### config.mk
export PLATFORM = sky130hd
export DESIGN_NAME = akari_core_flat
export DESIGN_NICKNAME = d
export VERILOG_FILES = /design/src/rtl/akari_pkg.sv /design/src/rtl/akari_if.sv /design/src/rtl/akari_uart_rx.sv /design/src/rtl/akari_core.sv /design/src/flat_wrapper.sv
export SDC_FILE = /design/constraint.sdc
export NUM_CORES = 1
export LEC_CHECK = 0
export BUFFER_PORTS_ARGS = -buffer_cell sky130_fd_sc_hd__buf_2
export CAP_MARGIN = 15
export CORE_UTILIZATION = 45
export DETAILED_ROUTE_END_ITERATION = 7
export GPL_TIMING_DRIVEN = 0
export PLACE_DENSITY = 0.71
export SLEW_MARGIN = 0
export SYNTH_ARGS = -nofsm -noshare
export SYNTH_HDL_FRONTEND = slang
export SYNTH_SLANG_ARGS = --single-unit
### constraint.sdc
create_clock -name core_clk -period 1.9 [get_ports core_clk]
set_clock_uncertainty 0.1 [all_clocks]
set_input_delay 0.38 -clock core_clk [delete_from_list [all_inputs] [get_ports core_clk]]
set_output_delay 0.38 -clock core_clk [all_outputs]
set_load 0.05 [all_outputs]
### src/rtl/akari_pkg.sv
`default_nettype none
// ============================================================================
// Module      : akari_pkg
// Description : Shared types and constants for the akari serial I/O block:
//               RX/TX state encodings, default bit period and the
//               hex-to-7-segment (active-low) decode function.
// Revision    : 1.0 - initial release
// ============================================================================
package akari_pkg;

    // Default core clock cycles per UART bit.
    localparam int c_CLKS_PER_BIT_DEF = 40;

    typedef enum logic [1:0] {
        RX_IDLE  = 2'd0,
        RX_START = 2'd1,
        RX_DATA  = 2'd2,
        RX_STOP  = 2'd3
    } rx_state_t;

    typedef enum logic [1:0] {
        TX_IDLE  = 2'd0,
        TX_START = 2'd1,
        TX_DATA  = 2'd2,
        TX_STOP  = 2'd3
    } tx_state_t;

    // Active-low segment pattern, bit order {g,f,e,d,c,b,a}.
    function automatic logic [6:0] hex_to_seg(input logic [3:0] v);
        logic [6:0] s;
        case (v)
            4'h0:    s = 7'b1000000;
            4'h1:    s = 7'b1111001;
            4'h2:    s = 7'b0100100;
            4'h3:    s = 7'b0110000;
            4'h4:    s = 7'b0011001;
            4'h5:    s = 7'b0010010;
            4'h6:    s = 7'b0000010;
            4'h7:    s = 7'b1111000;
            4'h8:    s = 7'b0000000;
            4'h9:    s = 7'b0010000;
            4'hA:    s = 7'b0001000;
            4'hB:    s = 7'b0000011;
            4'hC:    s = 7'b1000110;
            4'hD:    s = 7'b0100001;
            4'hE:    s = 7'b0000110;
            default: s = 7'b0001110;
        endcase
        return s;
    endfunction

endpackage
`default_nettype wire

### src/rtl/akari_if.sv
`default_nettype none
// ============================================================================
// Module      : akari_if
// Description : Board-side pin bundle of the akari serial I/O block.
//               master : board/environment side (drives rxd)
//               slave  : akari_core side (drives txd and the six displays)
// Signals     : rxd (UART in), txd (UART out), segment7_1..segment7_6
//               (active-low 7-segment, segment7_1 = least-significant digit)
// Revision    : 1.0 - initial release
// ============================================================================
interface akari_if;
    logic       rxd;
    logic       txd;
    logic [6:0] segment7_1;
    logic [6:0] segment7_2;
    logic [6:0] segment7_3;
    logic [6:0] segment7_4;
    logic [6:0] segment7_5;
    logic [6:0] segment7_6;

    modport master (
        output rxd,
        input  txd,
        input  segment7_1, segment7_2, segment7_3,
        input  segment7_4, segment7_5, segment7_6
    );

    modport slave (
        input  rxd,
        output txd,
        output segment7_1, segment7_2, segment7_3,
        output segment7_4, segment7_5, segment7_6
    );
endinterface
`default_nettype wire

### src/rtl/akari_uart_rx.sv
`default_nettype none
// ============================================================================
// Module      : akari_uart_rx
// Description : 8N1 UART receiver with 2-flop input synchronizer.
//               Emits a single-cycle o_valid with o_byte for each frame whose
//               stop bit samples high; framing errors are silently dropped.
// Ports       : clk      - core clock
//               rst      - synchronous active-high reset
//               i_rxd    - asynchronous serial input, idle high
//               o_valid  - one-cycle strobe, byte received
//               o_byte   - received byte (valid with o_valid)
// Revision    : 1.0 - initial release
// ============================================================================
module akari_uart_rx
    import akari_pkg::*;
#(
    parameter int CLKS_PER_BIT = c_CLKS_PER_BIT_DEF
) (
    input  wire logic       clk,
    input  wire logic       rst,
    input  wire logic       i_rxd,
    output logic            o_valid,
    output logic [7:0]      o_byte
);

    localparam int              c_CW   = $clog2(CLKS_PER_BIT);
    localparam logic [c_CW-1:0] c_LAST = c_CW'(CLKS_PER_BIT - 1);
    localparam logic [c_CW-1:0] c_HALF = c_CW'(CLKS_PER_BIT / 2 - 1);

    logic            r_sync1;
    logic            r_sync2;
    rx_state_t       r_state,  w_state_d;
    logic [c_CW-1:0] r_cnt,    w_cnt_d;
    logic [2:0]      r_bit,    w_bit_d;
    logic [7:0]      r_shift,  w_shift_d;
    logic            r_ferr,   w_ferr_d;
    logic            r_valid,  w_valid_d;
    logic [7:0]      r_byte,   w_byte_d;

    always_ff @(posedge clk) begin
        if (rst) begin
            r_sync1 <= 1'b1;
            r_sync2 <= 1'b1;
            r_state <= RX_IDLE;
            r_cnt   <= '0;
            r_bit   <= '0;
            r_shift <= '0;
            r_ferr  <= 1'b0;
            r_valid <= 1'b0;
            r_byte  <= '0;
        end else begin
            r_sync1 <= i_rxd;
            r_sync2 <= r_sync1;
            r_state <= w_state_d;
            r_cnt   <= w_cnt_d;
            r_bit   <= w_bit_d;
            r_shift <= w_shift_d;
            r_ferr  <= w_ferr_d;
            r_valid <= w_valid_d;
            r_byte  <= w_byte_d;
        end
    end

    always_comb begin
        w_state_d = r_state;
        w_cnt_d   = r_cnt;
        w_bit_d   = r_bit;
        w_shift_d = r_shift;
        w_ferr_d  = r_ferr;
        w_valid_d = 1'b0;
        w_byte_d  = r_byte;

        case (r_state)
            RX_IDLE: begin
                w_ferr_d = 1'b0;
                // Line is known high on entry, so a low level is the edge.
                if (!r_sync2) begin
                    w_state_d = RX_START;
                    w_cnt_d   = '0;
                end
            end
            RX_START: begin
                if (r_cnt == c_HALF) begin
                    w_cnt_d = '0;
                    if (!r_sync2) begin
                        w_state_d = RX_DATA;
                        w_bit_d   = '0;
                    end else begin
                        w_state_d = RX_IDLE;
                    end
                end else begin
                    w_cnt_d = r_cnt + c_CW'(1);
                end
            end
            RX_DATA: begin
                if (r_cnt == c_LAST) begin
                    w_cnt_d   = '0;
                    w_shift_d = {r_sync2, r_shift[7:1]};
                    if (r_bit == 3'd7) begin
                        w_state_d = RX_STOP;
                    end else begin
                        w_bit_d = r_bit + 3'd1;
                    end
                end else begin
                    w_cnt_d = r_cnt + c_CW'(1);
                end
            end
            RX_STOP: begin
                if (r_ferr) begin
                    // Bad stop bit: hold here until the line recovers.
                    if (r_sync2) begin
                        w_state_d = RX_IDLE;
                        w_ferr_d  = 1'b0;
                    end
                end else if (r_cnt == c_LAST) begin
                    w_cnt_d = '0;
                    if (r_sync2) begin
                        w_valid_d = 1'b1;
                        w_byte_d  = r_shift;
                        w_state_d = RX_IDLE;
                    end else begin
                        w_ferr_d = 1'b1;
                    end
                end else begin
                    w_cnt_d = r_cnt + c_CW'(1);
                end
            end
            default: w_state_d = RX_IDLE;
        endcase
    end

    assign o_valid = r_valid;
    assign o_byte  = r_byte;

endmodule
`default_nettype wire

### src/rtl/akari_core.sv
`default_nettype none
// ============================================================================
// Module      : akari_core
// Description : akari serial I/O top. Receives 8N1 bytes, shows the last
//               three as six hex digits on active-low 7-segment displays and,
//               when AKARI_ECHO_EN is defined, echoes each byte on txd.
//               Without AKARI_ECHO_EN no TX logic exists and txd is tied high.
// Ports       : core_clk - sole clock, rising edge
//               reset    - synchronous active-high reset
//               bus      - akari_if.slave: rxd in, txd out, segment7_1..6 out
// Parameters  : CLKS_PER_BIT - core clocks per UART bit (>= 8, even)
// Revision    : 1.0 - initial release
// ============================================================================
module akari_core
    import akari_pkg::*;
#(
    parameter int CLKS_PER_BIT = c_CLKS_PER_BIT_DEF
) (
    input  wire logic core_clk,
    input  wire logic reset,
    akari_if.slave    bus
);

    logic        w_rx_valid;
    logic [7:0]  w_rx_byte;
    logic [23:0] r_disp;
    logic [23:0] w_disp_d;
    logic [6:0]  r_seg [6];

    akari_uart_rx #(
        .CLKS_PER_BIT (CLKS_PER_BIT)
    ) u_rx (
        .clk     (core_clk),
        .rst     (reset),
        .i_rxd   (bus.rxd),
        .o_valid (w_rx_valid),
        .o_byte  (w_rx_byte)
    );

    // Newest byte enters at the least-significant digits.
    assign w_disp_d = w_rx_valid ? {r_disp[15:0], w_rx_byte} : r_disp;

    always_ff @(posedge core_clk) begin
        if (reset) r_disp <= '0;
        else       r_disp <= w_disp_d;
    end

    // Segments are decoded from the next display value so the outputs
    // change together with the display register.
    for (genvar k = 0; k < 6; k++) begin : g_digit
        always_ff @(posedge core_clk) begin
            if (reset) r_seg[k] <= hex_to_seg(4'h0);
            else       r_seg[k] <= hex_to_seg(w_disp_d[4*k +: 4]);
        end
    end

    assign bus.segment7_1 = r_seg[0];
    assign bus.segment7_2 = r_seg[1];
    assign bus.segment7_3 = r_seg[2];
    assign bus.segment7_4 = r_seg[3];
    assign bus.segment7_5 = r_seg[4];
    assign bus.segment7_6 = r_seg[5];

`ifdef AKARI_ECHO_EN
    localparam int              c_CW   = $clog2(CLKS_PER_BIT);
    localparam logic [c_CW-1:0] c_LAST = c_CW'(CLKS_PER_BIT - 1);

    logic [7:0]      r_hold,     w_hold_d;
    logic            r_pend,     w_pend_d;
    tx_state_t       r_tx_state, w_tx_state_d;
    logic [c_CW-1:0] r_tx_cnt,   w_tx_cnt_d;
    logic [2:0]      r_tx_bit,   w_tx_bit_d;
    logic [7:0]      r_tx_shift, w_tx_shift_d;
    logic            r_txd,      w_txd_d;
    logic            w_take;

    assign w_take = (r_tx_state == TX_IDLE) && r_pend;

    // A new byte wins over the take, so nothing received is lost while
    // the holding register is being emptied in the same cycle.
    assign w_hold_d = w_rx_valid ? w_rx_byte : r_hold;
    assign w_pend_d = w_rx_valid ? 1'b1 : (w_take ? 1'b0 : r_pend);

    always_ff @(posedge core_clk) begin
        if (reset) begin
            r_hold     <= '0;
            r_pend     <= 1'b0;
            r_tx_state <= TX_IDLE;
            r_tx_cnt   <= '0;
            r_tx_bit   <= '0;
            r_tx_shift <= '0;
            r_txd      <= 1'b1;
        end else begin
            r_hold     <= w_hold_d;
            r_pend     <= w_pend_d;
            r_tx_state <= w_tx_state_d;
            r_tx_cnt   <= w_tx_cnt_d;
            r_tx_bit   <= w_tx_bit_d;
            r_tx_shift <= w_tx_shift_d;
            r_txd      <= w_txd_d;
        end
    end

    always_comb begin
        w_tx_state_d = r_tx_state;
        w_tx_cnt_d   = r_tx_cnt;
        w_tx_bit_d   = r_tx_bit;
        w_tx_shift_d = r_tx_shift;
        w_txd_d      = r_txd;

        case (r_tx_state)
            TX_IDLE: begin
                w_txd_d = 1'b1;
                if (w_take) begin
                    w_tx_state_d = TX_START;
                    w_tx_cnt_d   = '0;
                    w_tx_shift_d = r_hold;
                    w_txd_d      = 1'b0;
                end
            end
            TX_START: begin
                if (r_tx_cnt == c_LAST) begin
                    w_tx_cnt_d   = '0;
                    w_tx_bit_d   = '0;
                    w_txd_d      = r_tx_shift[0];
                    w_tx_state_d = TX_DATA;
                end else begin
                    w_tx_cnt_d = r_tx_cnt + c_CW'(1);
                end
            end
            TX_DATA: begin
                if (r_tx_cnt == c_LAST) begin
                    w_tx_cnt_d   = '0;
                    w_tx_shift_d = {1'b0, r_tx_shift[7:1]};
                    if (r_tx_bit == 3'd7) begin
                        w_txd_d      = 1'b1;
                        w_tx_state_d = TX_STOP;
                    end else begin
                        w_tx_bit_d = r_tx_bit + 3'd1;
                        w_txd_d    = r_tx_shift[1];
                    end
                end else begin
                    w_tx_cnt_d = r_tx_cnt + c_CW'(1);
                end
            end
            TX_STOP: begin
                if (r_tx_cnt == c_LAST) begin
                    w_tx_cnt_d   = '0;
                    w_tx_state_d = TX_IDLE;
                end else begin
                    w_tx_cnt_d = r_tx_cnt + c_CW'(1);
                end
            end
            default: w_tx_state_d = TX_IDLE;
        endcase
    end

    assign bus.txd = r_txd;
`else
    assign bus.txd = 1'b1;
`endif

endmodule
`default_nettype wire

### src/flat_wrapper.sv
// flat-port wrapper written by rule: the top's interface ports become plain ports
module akari_core_flat import akari_pkg::*;
#(
    parameter int CLKS_PER_BIT = c_CLKS_PER_BIT_DEF
)
  (core_clk, reset, bus_rxd, bus_txd, bus_segment7_1, bus_segment7_2, bus_segment7_3, bus_segment7_4, bus_segment7_5, bus_segment7_6);
  akari_if bus_i ();
  input  wire logic core_clk;
  input  wire logic reset;
  input wire logic [$bits(bus_i.rxd)-1:0] bus_rxd;
  output wire logic [$bits(bus_i.txd)-1:0] bus_txd;
  output wire logic [$bits(bus_i.segment7_1)-1:0] bus_segment7_1;
  output wire logic [$bits(bus_i.segment7_2)-1:0] bus_segment7_2;
  output wire logic [$bits(bus_i.segment7_3)-1:0] bus_segment7_3;
  output wire logic [$bits(bus_i.segment7_4)-1:0] bus_segment7_4;
  output wire logic [$bits(bus_i.segment7_5)-1:0] bus_segment7_5;
  output wire logic [$bits(bus_i.segment7_6)-1:0] bus_segment7_6;
  assign bus_i.rxd = bus_rxd;
  assign bus_txd = bus_i.txd;
  assign bus_segment7_1 = bus_i.segment7_1;
  assign bus_segment7_2 = bus_i.segment7_2;
  assign bus_segment7_3 = bus_i.segment7_3;
  assign bus_segment7_4 = bus_i.segment7_4;
  assign bus_segment7_5 = bus_i.segment7_5;
  assign bus_segment7_6 = bus_i.segment7_6;
  akari_core #(.CLKS_PER_BIT(CLKS_PER_BIT)) u_core (.core_clk(core_clk), .reset(reset), .bus(bus_i));
endmodule
# [After elaboration in Yosys (flattened, before gate mapping)]
# Memories as Yosys holds them, arrays and structs flattened.
# Index checks and enable logic that the tools add are counted.
# Widths: inputs -> output; s select.
[word_totals] regBits=55 latchBits=0 ram_bits=42 romBits=672 input_bits=3 out_inout_bits=43 word_cells=91 mem_count=7
[memory_table] name="(name not given)" words=16 width=7 read_ports=1 rd_clocked_by_memory_dff=0 write_ports=0 line_no="akari_pkg.sv:31" text="case (v)"
[memory_table] name="(name not given)" words=16 width=7 read_ports=1 rd_clocked_by_memory_dff=0 write_ports=0 line_no="akari_pkg.sv:31"
[memory_table] name="(name not given)" words=16 width=7 read_ports=1 rd_clocked_by_memory_dff=0 write_ports=0 line_no="akari_pkg.sv:31"
[memory_table] name="(name not given)" words=16 width=7 read_ports=1 rd_clocked_by_memory_dff=0 write_ports=0 line_no="akari_pkg.sv:31"
[memory_table] name="(name not given)" words=16 width=7 read_ports=1 rd_clocked_by_memory_dff=0 write_ports=0 line_no="akari_pkg.sv:31"
[memory_table] name="(name not given)" words=16 width=7 read_ports=1 rd_clocked_by_memory_dff=0 write_ports=0 line_no="akari_pkg.sv:31"
[memory_table] name="1 more memories"
[op_classes] addsub=2 n_mul=0 div=0 n_lt_le_gt_ge=0 eq_ne=14 shift=0 mux=40 bitwise_logic=9 reduce_logical=9
[ops] operator="$mux 7" count=12
[ops] operator="$mux 24" count=1
[ops] operator="$mux 6" count=4
[ops] operator="$pmux 6 s4" count=1
[ops] operator="$mux 2" count=8
[ops] operator="$ne 2x2->1 const B" count=7
[ops] operator="$mux 3" count=4
[ops] operator="$reduce_and 5->1" count=2
[ops] operator="$pmux 2 s4" count=1
[ops] operator="$mux 1" count=7
[ops] operator="$add 6x1->6 const B" count=1
[ops] operator="$eq 6x5->1 const B" count=1
[ops] operator="$eq 6x6->1 const B" count=1
[ops] operator="$or 1x1->1" count=6
[ops] operator="$pmux 3 s2" count=1
[ops] operator="$eq 2x2->1 const B" count=2
[ops] operator="$reduce_and 2->1" count=2
[ops] operator="$reduce_and 4->1" count=1
[ops] operator="$reduce_bool 2->1" count=2
[ops] operator="$reduce_or 4->1" count=1
[ops] operator="$add 3x1->3 const B" count=1
[ops] operator="$eq 3x3->1 const B" count=1
[ops] operator="$ne 3x3->1 const B" count=1
[ops] operator="$not 1->1" count=3
[ops] operator="other kinds (3)" count=3

# [Logic depth before layout (Yosys ltp)]
# Gate-level depths: netlist of run 1.
[depth] ltp_word=4 depth_mapped=8 depth_no_buf=6

# [Hierarchy]
# From an unflattened synthesis of run 1, not the netlist that was laid out.
[hier_totals] hier_cells=499 area_unflattened_um2=4847.1
[by_module_without_submodules] mod="akari_core" instances=1 cells_each=354 area_per_inst_um2=3397.0 seq_area_each_um2=1321.3
[by_module_without_submodules] mod="akari_uart_rx" instances=1 cells_each=145 area_per_inst_um2=1450.1 seq_area_each_um2=620.6

# [Worst setup path before layout of run 1]
# OpenSTA, ideal clock, no wires.
[synth_path] path_type="register to register" start="register u_core.u_rx.r_valid, in the netlist u_core.u_rx.o_valid" end="memory u_core.r_seg[0][4]" setup_time_ns=0.128 arrival_ns=1.864 t_required_ns=1.672 slack_ns=-0.191 stages_incl_launch_ff=9 n_path_buf=2 synth_period_minus_slack_ns=2.091 path_cell_list="dfxtp_1 buf_2 buf_6 mux2i_1 inv_1 ha_1 mux2_2 a21oi_1 nor2_1"
[synth_lines] item="start, declared" line_no="akari_uart_rx.sv:37" text="logic r_valid, w_valid_d;"
[synth_lines] item="start signal, assigned" line_no="akari_uart_rx.sv:59" text="r_valid <= w_valid_d;"
[synth_lines] item="end, declared" line_no="akari_core.sv:28" text="logic [6:0] r_seg [6];"

==> results of run 1 <==
## power by group through the flow
stage               combinational [uW]  clock, uW  sequential, uW
CTS                                201       1420            2040
global route                       255       1490            2050
detailed placement                 190          0            2090
finish                             240       1380            2050
global placement                   185          0            2090
floorplan                          138          0            2090
## stage by stage
step | cells | worst slack [ns] | instance area, um^2 | total power (uW) | utilization, %
CTS | 736 | -0.0739 | 6070 | 3660 | 56.0
floorplan | 513 | -0.0434 | 5070 | 2230 | -
finish | 752 | -0.0665 | 6540 | 3670 | 60.3
detailed placement | 697 | -0.375 | 5470 | 2280 | 50.4
global placement | 697 | -0.301 | 5470 | 2280 | 50.4
global route | 752 | -0.0946 | 6540 | 3800 | 60.3
## kinds of logic after synthesis
group                      count (synthesis)
other                                      1
muxes                                     78
and+or+nand+nor                          156
buffers and inverters                     51
AOI/OAI and AO/OA                         86
adders and majority gates                 44
DFF                                       97
## critical path, stage by stage, from the launching register on
cell                       delay [ns]
sky130_fd_sc_hd__dfxtp_2         0.33
sky130_fd_sc_hd__buf_8           0.14
sky130_fd_sc_hd__buf_12          0.15
sky130_fd_sc_hd__mux2i_4         0.19
sky130_fd_sc_hd__buf_6           0.15
sky130_fd_sc_hd__ha_4            0.28
sky130_fd_sc_hd__nor2_4          0.04
sky130_fd_sc_hd__a211oi_1        0.33
sky130_fd_sc_hd__a211oi_1        0.11
## sequential cells by signal (all words and copies together), names as in the netlist, named ones only
name,flops
u_core.r_seg,42
u_core.r_disp,24
u_core.u_rx.o_byte,8
u_core.u_rx.r_shift,8
u_core.u_rx.r_cnt,6
u_core.u_rx.r_bit,3
u_core.u_rx.o_valid,1
u_core.u_rx.r_ferr,1
u_core.u_rx.r_state,1
u_core.u_rx.r_sync1,1
u_core.u_rx.r_sync2,1
## cell usage after synthesis (11+ instances only)
cell type and count:
sky130_fd_sc_hd__a211oi_1 12, sky130_fd_sc_hd__a31oi_1 21, sky130_fd_sc_hd__buf_2 14, sky130_fd_sc_hd__dfxtp_1 97, sky130_fd_sc_hd__ha_1 44, sky130_fd_sc_hd__inv_1 18
sky130_fd_sc_hd__mux2_2 12, sky130_fd_sc_hd__mux2i_1 51, sky130_fd_sc_hd__mux2i_2 11, sky130_fd_sc_hd__nand2_1 25, sky130_fd_sc_hd__nand3_1 13, sky130_fd_sc_hd__nor2_1 84
sky130_fd_sc_hd__nor3_1 15
## layout by cell type (no fill, tap or decap), types with 12 or more instances in the layout
cell	n
sky130_fd_sc_hd__nor3_1	13
sky130_fd_sc_hd__nand2_1	25
sky130_fd_sc_hd__nand3_1	13
sky130_fd_sc_hd__a31oi_1	21
sky130_fd_sc_hd__buf_4	33
sky130_fd_sc_hd__mux2i_4	23
sky130_fd_sc_hd__mux2i_1	41
sky130_fd_sc_hd__inv_2	13
sky130_fd_sc_hd__nor2_1	81
sky130_fd_sc_hd__dfxtp_1	89
sky130_fd_sc_hd__clkbuf_8	13
sky130_fd_sc_hd__ha_1	21
sky130_fd_sc_hd__buf_6	12
sky130_fd_sc_hd__ha_4	15
sky130_fd_sc_hd__buf_2	53
## how the worst min path moves through the flow
| stage | start | to |
|---|---|---|
| after global routing | bus_rxd | u_core.u_rx.r_sync1 |
| after global placement | u_core.u_rx.r_sync1 | u_core.u_rx.r_sync2 |
| after floorplan | u_core.u_rx.r_sync1 | u_core.u_rx.r_sync2 |
| final | bus_rxd | u_core.u_rx.r_sync1 |
| after detailed placement | u_core.u_rx.r_sync1 | u_core.u_rx.r_sync2 |
| after CTS | bus_rxd | u_core.u_rx.r_sync1 |
## metal layers
metal | GRT usage [%] | part of all wire (%) | wire (um) | vias up
met4 | 10.1 | 2.6 | 331 | 0
li1 | - | - | - | 2017
met1 | 23.5 | 42 | 5270 | 2043
met3 | 4.60 | 3.3 | 417 | 26
met5 | 0 | 0 | 0 | -
met2 | 35.2 | 52 | 6500 | 92
## cell type report
class	instances	area, um^2	share of cell area [%]
inverters	20	77.6	1.19
well taps	140	175	2.68
flip-flops and latches	97	1960	29.9
clock buffers	13	159	2.43
multi-input cells	365	3300	50.5
repair buffers	84	584	8.94
clock inverters	2	37.5	0.574
plain buffers	31	244	3.73
## what timing repair did
action                                  in CTS  in global routing
buffers inserted                            23                 16
pin swaps                                    8                 19
endpoints found under the setup margin      43                 40
hold buffers                                 0                  0
gates cloned                                 1                  1
gates resized for setup                     47                 75
hold endpoints to repair                     0                  0
==> summary.txt, run 1 <==
Worst Hold Path Cells: 2
Largest family of logic cells by synthesized area: multiplexers
Number of antenna violations at the first check in global routing: 0
Aggregate global-route resource usage: 20.3%
Startpoint-to-endpoint class of the critical path: reg -> reg
Die ar.: 11500 um^2
Setup slack on the worst flop-to-flop path: -0.07 ns
Detailed-route wire length per cell: 16.6 um
Simple logic cell fraction of the synthesized area: 14.1%
Minimum clock period after layout: 1.97 ns
Width of the die: 107 um
Post-Synth XOR/XNOR Area: 0%
Worst Max-Slew Pin Slew: 0.811 ns
Sink count of the clock tree: 97
Worst path setup slack after routing: -0.0665 ns
Mux cell area share after synthesis: 17.7%
Sw frac: 23.6%
Proportion of power drawn by combinational gates: 6.5%
Cells on worst reg2reg path: 8
Number of standard-cell rows in the floorplan: 38
Post-synthesis area per instance: 9.75 um^2
Number of CTS-inserted buffers: 9
Clock share of power: 37.6%
Failing checks: setup timing
Proportion of layout cells with a drive suffix above 1: 37.1%
Gate Count Post-Synth: 513
Result of the run: complete, but fails checks
Global-route congestion overflow total: 0
Synthesis-stage register bit count: 97
Number of global-route vias before repair: 3782
Antenna Diode Count: 0
Endpoints failing setup: 3
Worst setup path startpoint: u_core.u_rx.o_valid
DR vias/cell: 5.56
Power density cells: 561 nW/um^2
Net count after synthesis: 560
Required arrival time at the worst endpoint: 2.00 ns
Pre-Repair DR Iteration Count: 6
Vertical die dimension: 107 um
Dominant cells by area after synthesis: sky130_fd_sc_hd__dfxtp_1, sky130_fd_sc_hd__ha_1, sky130_fd_sc_hd__mux2i_1, sky130_fd_sc_hd__nor2_1, sky130_fd_sc_hd__mux2i_2
Filler instances: 878
Maximum number of buffers from clock root to sink: 2
Routability-driven placement congestion ratio: 0.858
Total core area: 10800 um^2
Post-synthesis adder-cell area fraction: 11.0%
RSZ-0062 raised after global routing: yes
Hold Crit Class: in -> reg
Antenna-violating nets left: 0
Part of the cycle the worst path needs: 103%
Total negative slack for setup checks: -0.0876 ns
Crit path capture type: flop
Clock-pin slew on the worst setup and hold paths: 0.09 ns
Synth warnings: 0
Initial detailed-routing violation count: 204
Remaining routing DRC violations: 0
Biggest area consumer among synthesized cells: sky130_fd_sc_hd__dfxtp_1
Post-layout nets: 655
Largest net degree at the start of global routing: 15
Reg power frac: 55.9%
I/O pins: 46
Internal: 2800 uW
Placed wire-length estimate: 7.52 mm
Capture point of the worst path: u_core.r_seg[2][3]
Count of different cell masters after synthesis: 48
Worst reg2reg path startpoint: u_core.u_rx.o_valid
Cell leakage power: 0.00266 uW
Worst VDD drop: 0.000378 V
Total via count after detailed routing: 4178
Capture point of the worst reg-to-reg path: u_core.r_seg[2][3]
Total Wirelength: 12.5 mm
CP max FO: 6
Final Hold Viols: 0
Slew HR: 46.0%
Post-synthesis to final-layout area growth: 30.7%
Async set or reset register ratio after synthesis: 0%
CTS root buffer: sky130_fd_sc_hd__clkbuf_8
Number of levels the H-tree was split into: 3
Fraction of the mapped netlist area in compound gates: 12.7%
Setup crit start kind: flop
Critical Path AT: 2.07 ns
Clk_lat worst skew: 0.37 ns
# Max-Cap Violations: 0
Net load switching power: 866 uW
Final Max Tran Viols: 0
Count of flip-flops with a built-in enable after synthesis: 0
Initial standard-cell utilization of the core: 46.1%
Clock tree from TritonCTS: built
Maximum frequency from static timing analysis: 509 MHz
Main flop type after synthesis: sky130_fd_sc_hd__dfxtp_1
Wire length of the first global-routing pass: 18.3 mm
Area fraction of the dominant cell type after synthesis: 38.8%
I/O Buffers: 44
Synthesized cell area: 5000 um^2
Worst hold margin: 0.0997 ns
Sequential area share after synthesis: 38.8%
Power figures use the tool's default switching activity.
==> run 2: changes to the inputs <==
CORE_UTILIZATION = 50   (was 45)
PLACE_DENSITY = 0.77   (was 0.71)
==> run 2 against run 1 <==
Against the previous run:
- largest cell class unchanged
- die area shrank 9.8%
- clock-buffer cell count down 1
- clock power decreased by 13%
- final cell count decreased by 0.13%
- total power down 4.9%
- worst hold slack lost 0.0070 ns
- non-clock buffer count grew 6
- via count rose by 1.2%
- maximum frequency increased by 3.9%
- the run now ends clean
- register-to-register slack better by 0.07 ns
- largest power group unchanged
- critical path type unchanged
- utilization increased by 6.8 points
- first-iteration DRC count shrank 21%
==> summary.txt, run 2 (synthesis gave the netlist of run 1 again) <==
Result of the run: finished clean
Filler instances: 700 (-20%)
Setup slack on the worst flop-to-flop path: 0.008 ns (+0.07 ns)
Width of the die: 102 um (-5.0%)
Critical Path AT: 2.06 ns (about the same)
Hold Crit Endpoint: u_core.u_rx.r_sync1
Net load switching power: 862 uW (-0.52%)
Cell leakage power: 0.00268 uW (+0.81%)
Initial standard-cell utilization of the core: 51.4% (+5.3 points)
Start point of the worst min-delay path: bus_rxd
Remaining routing DRC violations: 0 (unchanged)
Global-route congestion overflow total: 0 (unchanged)
Flip-flop count of the largest register, all copies and words added: 42 (unchanged)
CTS root buffer: sky130_fd_sc_hd__clkbuf_8
Leading cell type in the layout, fill and taps excluded: sky130_fd_sc_hd__dfxtp_1
Largest net degree at the start of global routing: 15 (unchanged)
Maximum number of buffers from clock root to sink: 2 (unchanged)
Number of global-route vias before repair: 3947 (+4.4%)
Aggregate global-route resource usage: 22.8% (+2.5 points)
Final core area utilization: 67.1% (+6.8 points)
Placed Cells: 690 (-1.0%)
Clock tree from TritonCTS: built
Routability-driven placement congestion ratio: 0.905 (+5.4%)
Part of the cycle the worst path needs: 99.6% (-3.9 points)
Final Hold Viols: 0 (unchanged)
Placed wire-length estimate: 7.52 mm (about the same)
Worst Max-Slew Pin Slew: 0.761 ns (-0.0494 ns)
Clock share of power: 34.5% (-3.1 points)
RSZ-0062 raised after global routing: yes
Total via count after detailed routing: 4230 (+1.2%)
Crit path capture type: flop
Reg with most FFs: u_core.r_seg
Hold Crit Class: in -> reg
Number of levels the H-tree was split into: 3 (unchanged)
Antenna-violating nets left: 0 (unchanged)
Leading cell types in the layout, fill and taps excluded: sky130_fd_sc_hd__dfxtp_1, sky130_fd_sc_hd__nor2_1, sky130_fd_sc_hd__buf_2, sky130_fd_sc_hd__buf_4, sky130_fd_sc_hd__mux2i_1
Worst VDD drop: 0.000305 V (-19%)
Number of antenna violations at the first check in global routing: 0 (unchanged)
I/O Buffers: 44 (unchanged)
Largest registers ranked by flip-flop count: u_core.r_seg x42, u_core.r_disp x24
Endpoints failing setup: 0 (-3)
DR vias/cell: 5.63 (+1.4%)
Power density cells: 534 nW/um^2 (-4.8%)
Worst reg2reg path startpoint: u_core.u_rx.o_valid
Slew HR: 49.3% (+3.3 points)
Final standard cell count with taps included and fillers excluded: 751 (-0.13%)
Pre-Repair DR Iteration Count: 4 (-2)
Total negative slack for setup checks: 0 ns (+0.0876 ns)
Worst Hold Path Cells: 2 (unchanged)
Pwr Total: 3490 uW (-4.9%)
Startpoint-to-endpoint class of the critical path: reg -> reg
Post-synthesis to final-layout area growth: 30.6% (about the same)
Initial detailed-routing violation count: 162 (-21%)
Setup crit start kind: flop
Sw frac: 24.7% (+1.1 points)
Capture point of the worst reg-to-reg path: u_core.r_seg[2][3]
Vertical die dimension: 102 um (-5.0%)
Number of CTS-inserted buffers: 9 (unchanged)
Post-layout nets: 661 (+0.92%)
Reg power frac: 58.7% (+2.8 points)
Sink count of the clock tree: 97 (unchanged)
Total Wirelength: 12.4 mm (-0.76%)
Clk_lat worst skew: 0.37 ns (about the same)
Minimum clock period after layout: 1.89 ns (-0.0743 ns)
CP max FO: 5 (-1)
Cells on worst reg2reg path: 8 (unchanged)
Die ar.: 10400 um^2 (-9.8%)
Count of hold buffers inserted by post-cts repair: 0 (unchanged)
Required arrival time at the worst endpoint: 2.07 ns (+0.07 ns)
Proportion of layout cells with a drive suffix above 1: 37.9% (+0.77 points)
Clock-pin slew on the worst setup and hold paths: 0.09 ns (about the same)
Maximum frequency from static timing analysis: 528 MHz (+3.9%)
Worst hold margin: 0.0928 ns (-0.00695 ns)
Antenna Diode Count: 0 (unchanged)
Proportion of power drawn by combinational gates: 6.8% (+0.3 points)
Total core area: 9730 um^2 (-10%)
Wire length of the first global-routing pass: 18.5 mm (+1.5%)
Number of standard-cell rows in the floorplan: 36 (-5.3%)
Internal: 2620 uW (-6.3%)
I/O pins: 46 (unchanged)
# Max-Cap Violations: 0 (unchanged)
Final Max Tran Viols: 0 (unchanged)
Detailed-route wire length per cell: 16.5 um (-0.63%)
-- run 2: changes by cell type in the layout (fill, tap and decap cells not counted), sizes merged --
cell | before | now
clkinv | 1 | 3
bufinv | 1 | 0
clkbuf | 26 | 23
buf | 102 | 110
-- run 2: power by group through the flow --
stage          clock [uW]  combinational, uW  sequential [uW]
3_3_place_gp            0                183             2090
3_5_place_dp            0                189             2090
6_report             1200                237             2050
5_1_grt              1300                251             2050
4_1_cts              1210                201             2040
2_1_floorplan           0                138             2090
-- run 2: worst max-delay path by stage --
stage / cells past startpoint / to / startpoint / slack (ns)
after detailed placement: 8 / u_core.r_seg[1][5] / u_core.u_rx.o_valid / -0.41
after floorplan: 8 / u_core.r_seg[2][11] / u_core.u_rx.o_valid / -0.04
after global routing: 8 / u_core.r_seg[2][3] / u_core.u_rx.o_valid / -0.05
final: 8 / u_core.r_seg[2][3] / u_core.u_rx.o_valid / 0.008
after global placement: 8 / u_core.r_seg[1][5] / u_core.u_rx.o_valid / -0.31
after CTS: 8 / u_core.r_seg[2][2] / u_core.u_rx.o_valid / -0.001
-- run 2: repair_timing --
| item | CTS | global route |
|---|---|---|
| resized for setup | 43 | 83 |
| buffers inserted | 19 | 26 |
| endpoints found under the hold margin | 0 | 0 |
| gates cloned | 1 | 0 |
| pin swaps | 5 | 19 |
| endpoints found under the setup margin | 44 | 40 |
-- run 2: layout make-up --
type / instances / area [um^2] / share of cell area [%]
multi-input combinational: 365 / 3290 / 50.4
tap: 133 / 166 / 2.55
sequential: 97 / 1960 / 29.9
clock inverter: 3 / 17.5 / 0.268
buffer: 31 / 253 / 3.87
clock buffer: 12 / 145 / 2.22
inverter: 20 / 75.1 / 1.15
timing repair buffer: 90 / 628 / 9.62
-- run 2: per-layer routing --
metal,vias to the layer above,GRT usage [%],share of wire (%)
li1,2032,-,-
met1,2076,26.7,41
met2,94,41.5,53
met3,28,4.17,3.4
met4,0,8.35,2.4
met5,-,0,0
-- run 2: worst max-delay path: stages (launching register included) --
cell and delay [ns]:
sky130_fd_sc_hd__dfxtp_2 0.34, sky130_fd_sc_hd__buf_8 0.13, sky130_fd_sc_hd__buf_16 0.15, sky130_fd_sc_hd__mux2i_4 0.26, sky130_fd_sc_hd__buf_6 0.14, sky130_fd_sc_hd__ha_1 0.25
sky130_fd_sc_hd__nor2_2 0.15, sky130_fd_sc_hd__a211oi_2 0.06, sky130_fd_sc_hd__a211oi_1 0.21
-- run 2: metrics by stage --
stage	instance area (um^2)	worst slack, ns
6_report	6530	0.00781
3_3_place_gp	5460	-0.310
5_1_grt	6530	-0.0515
4_1_cts	5980	-0.00115
3_5_place_dp	5460	-0.405
2_1_floorplan	5070	-0.0434
==> run 3: changes to the inputs <==
CTS_BUF_LIST = sky130_fd_sc_hd__clkbuf_8   (was not set)
TNS_END_PERCENT = 10   (was not set)
==> run 3 against run 2 <==
Against the previous run:
- the flow now finishes with violations (setup timing)
- final cell count down 1.9%
- total power up 7.6%
- setup slack worse by 0.049 ns
- clock-buffer cell count down 3
- first-iteration DRC count up 22%
- worst hold slack worse by 0.0043 ns
- sequential share of layout area up 0.78 points
- largest cell class unchanged
- largest power group unchanged
- highest routed layer unchanged
==> summary.txt, run 3 (synthesis gave the netlist of run 1 again) <==
Result of the run: complete, but fails checks
Failing checks: setup timing
CTS root buffer: sky130_fd_sc_hd__clkbuf_8
RSZ-0062 raised after global routing: yes
Number of standard-cell rows in the floorplan: 36 (unchanged)
Aggregate global-route resource usage: 23.0% (+0.15 points)
Post-layout nets: 647 (-2.1%)
Largest net degree at the start of global routing: 17 (+2)
Cells on worst reg2reg path: 8 (unchanged)
Largest registers ranked by flip-flop count: u_core.r_seg x42, u_core.r_disp x24
Routed length on met1: 5.25 mm (+2.1%)
Clk_lat worst skew: 0.38 ns (about the same)
Post-synthesis to final-layout area growth: 26.9%
Global-route congestion overflow total: 0 (unchanged)
Setup crit start kind: flop
Placed wire-length estimate: 7.34 mm (-2.3%)
Width of the die: 102 um (unchanged)
Total negative slack for setup checks: -0.109 ns (-0.109 ns)
Met2 WL: 6.59 mm (+0.50%)
Number of CTS-inserted buffers: 9 (unchanged)
Leading cell types in the layout, fill and taps excluded: sky130_fd_sc_hd__dfxtp_1, sky130_fd_sc_hd__nor2_1, sky130_fd_sc_hd__buf_2, sky130_fd_sc_hd__mux2i_1, sky130_fd_sc_hd__buf_4
Clock tree from TritonCTS: built
Routability-driven placement congestion ratio: 0.906 (+0.13%)
Power density cells: 591 nW/um^2 (+11%)
Total core area: 9730 um^2 (unchanged)
Antenna-violating nets left: 0 (unchanged)
Hold Crit Class: in -> reg
Worst reg2reg path startpoint: u_core.u_rx.o_valid
Met3 routed wirelength: 474 um (+12%)
Initial detailed-routing violation count: 197 (+22%)
Sink count of the clock tree: 97 (unchanged)
Detailed-route wire length per cell: 17.0 um (+2.8%)
Number of global-route vias before repair: 3862 (-2.2%)
Maximum number of buffers from clock root to sink: 2 (unchanged)
Start point of the worst min-delay path: bus_rxd
DR vias/cell: 5.71 (+1.4%)
Critical Path AT: 2.15 ns (+0.09 ns)
Setup slack on the worst flop-to-flop path: -0.04 ns (-0.05 ns)
Initial standard-cell utilization of the core: 51.4% (unchanged)
Wire length of the first global-routing pass: 18.6 mm (+0.11%)
Total Wirelength: 12.5 mm (+0.87%)
Cell leakage power: 0.00264 uW (-1.6%)
Maximum frequency from static timing analysis: 515 MHz (-2.5%)
Worst Max-Slew Pin Slew: 0.730 ns (-0.0315 ns)
Crit path capture type: flop
Capture point of the worst reg-to-reg path: u_core.r_seg[1][4]
Slew HR: 51.4% (+2.1 points)
Hold Crit Endpoint: u_core.u_rx.r_sync1
Worst path setup slack after routing: -0.0407 ns (-0.0486 ns)
Total via count after detailed routing: 4211 (-0.45%)
Leading cell type in the layout, fill and taps excluded: sky130_fd_sc_hd__dfxtp_1
# Max-Cap Violations: 0 (unchanged)
Vertical die dimension: 102 um (unchanged)
Remaining routing DRC violations: 0 (unchanged)
Final Hold Viols: 0 (unchanged)
Minimum clock period after layout: 1.94 ns (+0.0486 ns)
Max incr delay on CP: 0.41 ns (+0.07 ns)
Required arrival time at the worst endpoint: 2.11 ns (+0.04 ns)
Flip-flop count of the largest register, all copies and words added: 42 (unchanged)
Placed Cells: 690 (unchanged)
Proportion of layout cells with a drive suffix above 1: 33.8% (-4.1 points)
Worst VDD drop: 0.000403 V (+32%)
Pre-Repair DR Iteration Count: 5 (+1)
Worst Hold Path Cells: 2 (unchanged)
Placement Setup Slack: -0.388 ns (+0.0168 ns)
Die ar.: 10400 um^2 (unchanged)
Part of the cycle the worst path needs: 102% (+2.6 points)
Endpoints failing setup: 5 (+5)
Number of antenna violations at the first check in global routing: 0 (unchanged)
Critical path, cell by cell: buf_8 > buf_12 > mux2i_4 > inv_2 > ha_1 > nor3_1 > a21oi_2 > nor2_1
Max Used Layer: met4
Startpoint-to-endpoint class of the critical path: reg -> reg
Final Max Tran Viols: 0 (unchanged)
I/O pins: 46 (unchanged)
Clock-pin slew on the worst setup and hold paths: 0.09 ns (about the same)
Antenna Diode Count: 0 (unchanged)
CP max FO: 6 (+1)
I/O Buffers: 44 (unchanged)
Final standard cell count with taps included and fillers excluded: 737 (-1.9%)
Number of levels the H-tree was split into: 3 (unchanged)
Worst hold margin: 0.0885 ns (-0.00433 ns)
Crit-path slowest cell: sky130_fd_sc_hd__mux2i_4
Pwr Total: 3750 uW (+7.6%)
Reg with most FFs: u_core.r_seg
run 3: cell count changes in the layout (fill, tap and decap cells not counted), sizes merged:
cell / previous run / this run
buf: 110 / 95
bufinv: 0 / 2
clkbuf: 23 / 21
inv: 19 / 21
clkinvlp: 1 / 0
run 3: through the flow:
| step | cell area [um^2] | util [%] |
|---|---|---|
| final | 6340 | 65.2 |
| after global routing | 6340 | 65.2 |
| after CTS | 6010 | 61.8 |
| after detailed placement | 5450 | 56.0 |
| after global placement | 5450 | 56.0 |
| after floorplan | 5060 | - |
run 3: worst max path at each step:
stage	end	start
6_report	u_core.r_seg[1][4]	u_core.u_rx.o_valid
5_1_grt	u_core.r_seg[1][4]	u_core.u_rx.o_valid
4_1_cts	u_core.r_seg[2][4]	u_core.u_rx.o_valid
3_5_place_dp	u_core.r_seg[1][5]	u_core.u_rx.o_valid
3_3_place_gp	u_core.r_seg[1][5]	u_core.u_rx.o_valid
2_1_floorplan	u_core.r_seg[2][11]	u_core.u_rx.o_valid
run 3: routing by layer:
metal	global-route usage, %	vias up
met4	11.5	0
met3	2.67	18
li1	-	2010
met1	27.5	2073
met2	40.6	110
met5	0	-
run 3: layout make-up:
class	instances	area, um^2
clock buffers	9	124
fillers	724	3390
inverters	20	75.1
clock inverters	6	91.3
multi-input cells	365	3170
repair buffers	76	517
flip-flops and latches	97	1950
well taps	133	166
plain buffers	31	251
run 3: repair_timing:
item / in CTS / in global routing
gates cloned: 1 / 1
pin swaps: 4 / 16
setup buffers: 18 / 12
hold buffers: 0 / 0
endpoints found under the setup margin: 44 / 49
resized for setup: 42 / 52
run 3: worst max-delay path, delay by kind of cell (launching register included):
family / cells / cell delay, ns
AND/OR/NAND/NOR: 2 / 0.39
multiplexers: 1 / 0.41
AO/OA/AOI/OAI: 1 / 0.05
buffers and inverters: 3 / 0.39
flip-flops: 1 / 0.34
adder cells (fa/ha/maj): 1 / 0.19
run 3: report_power, final:
group          total [uW]  internal, uW  switching, uW  leakage, uW
Clock                1500           744            760     0.000110
Combinational         198          63.7            135      0.00174
Sequential           2050          2040           7.52     0.000785
Total                3750          2850            903      0.00264
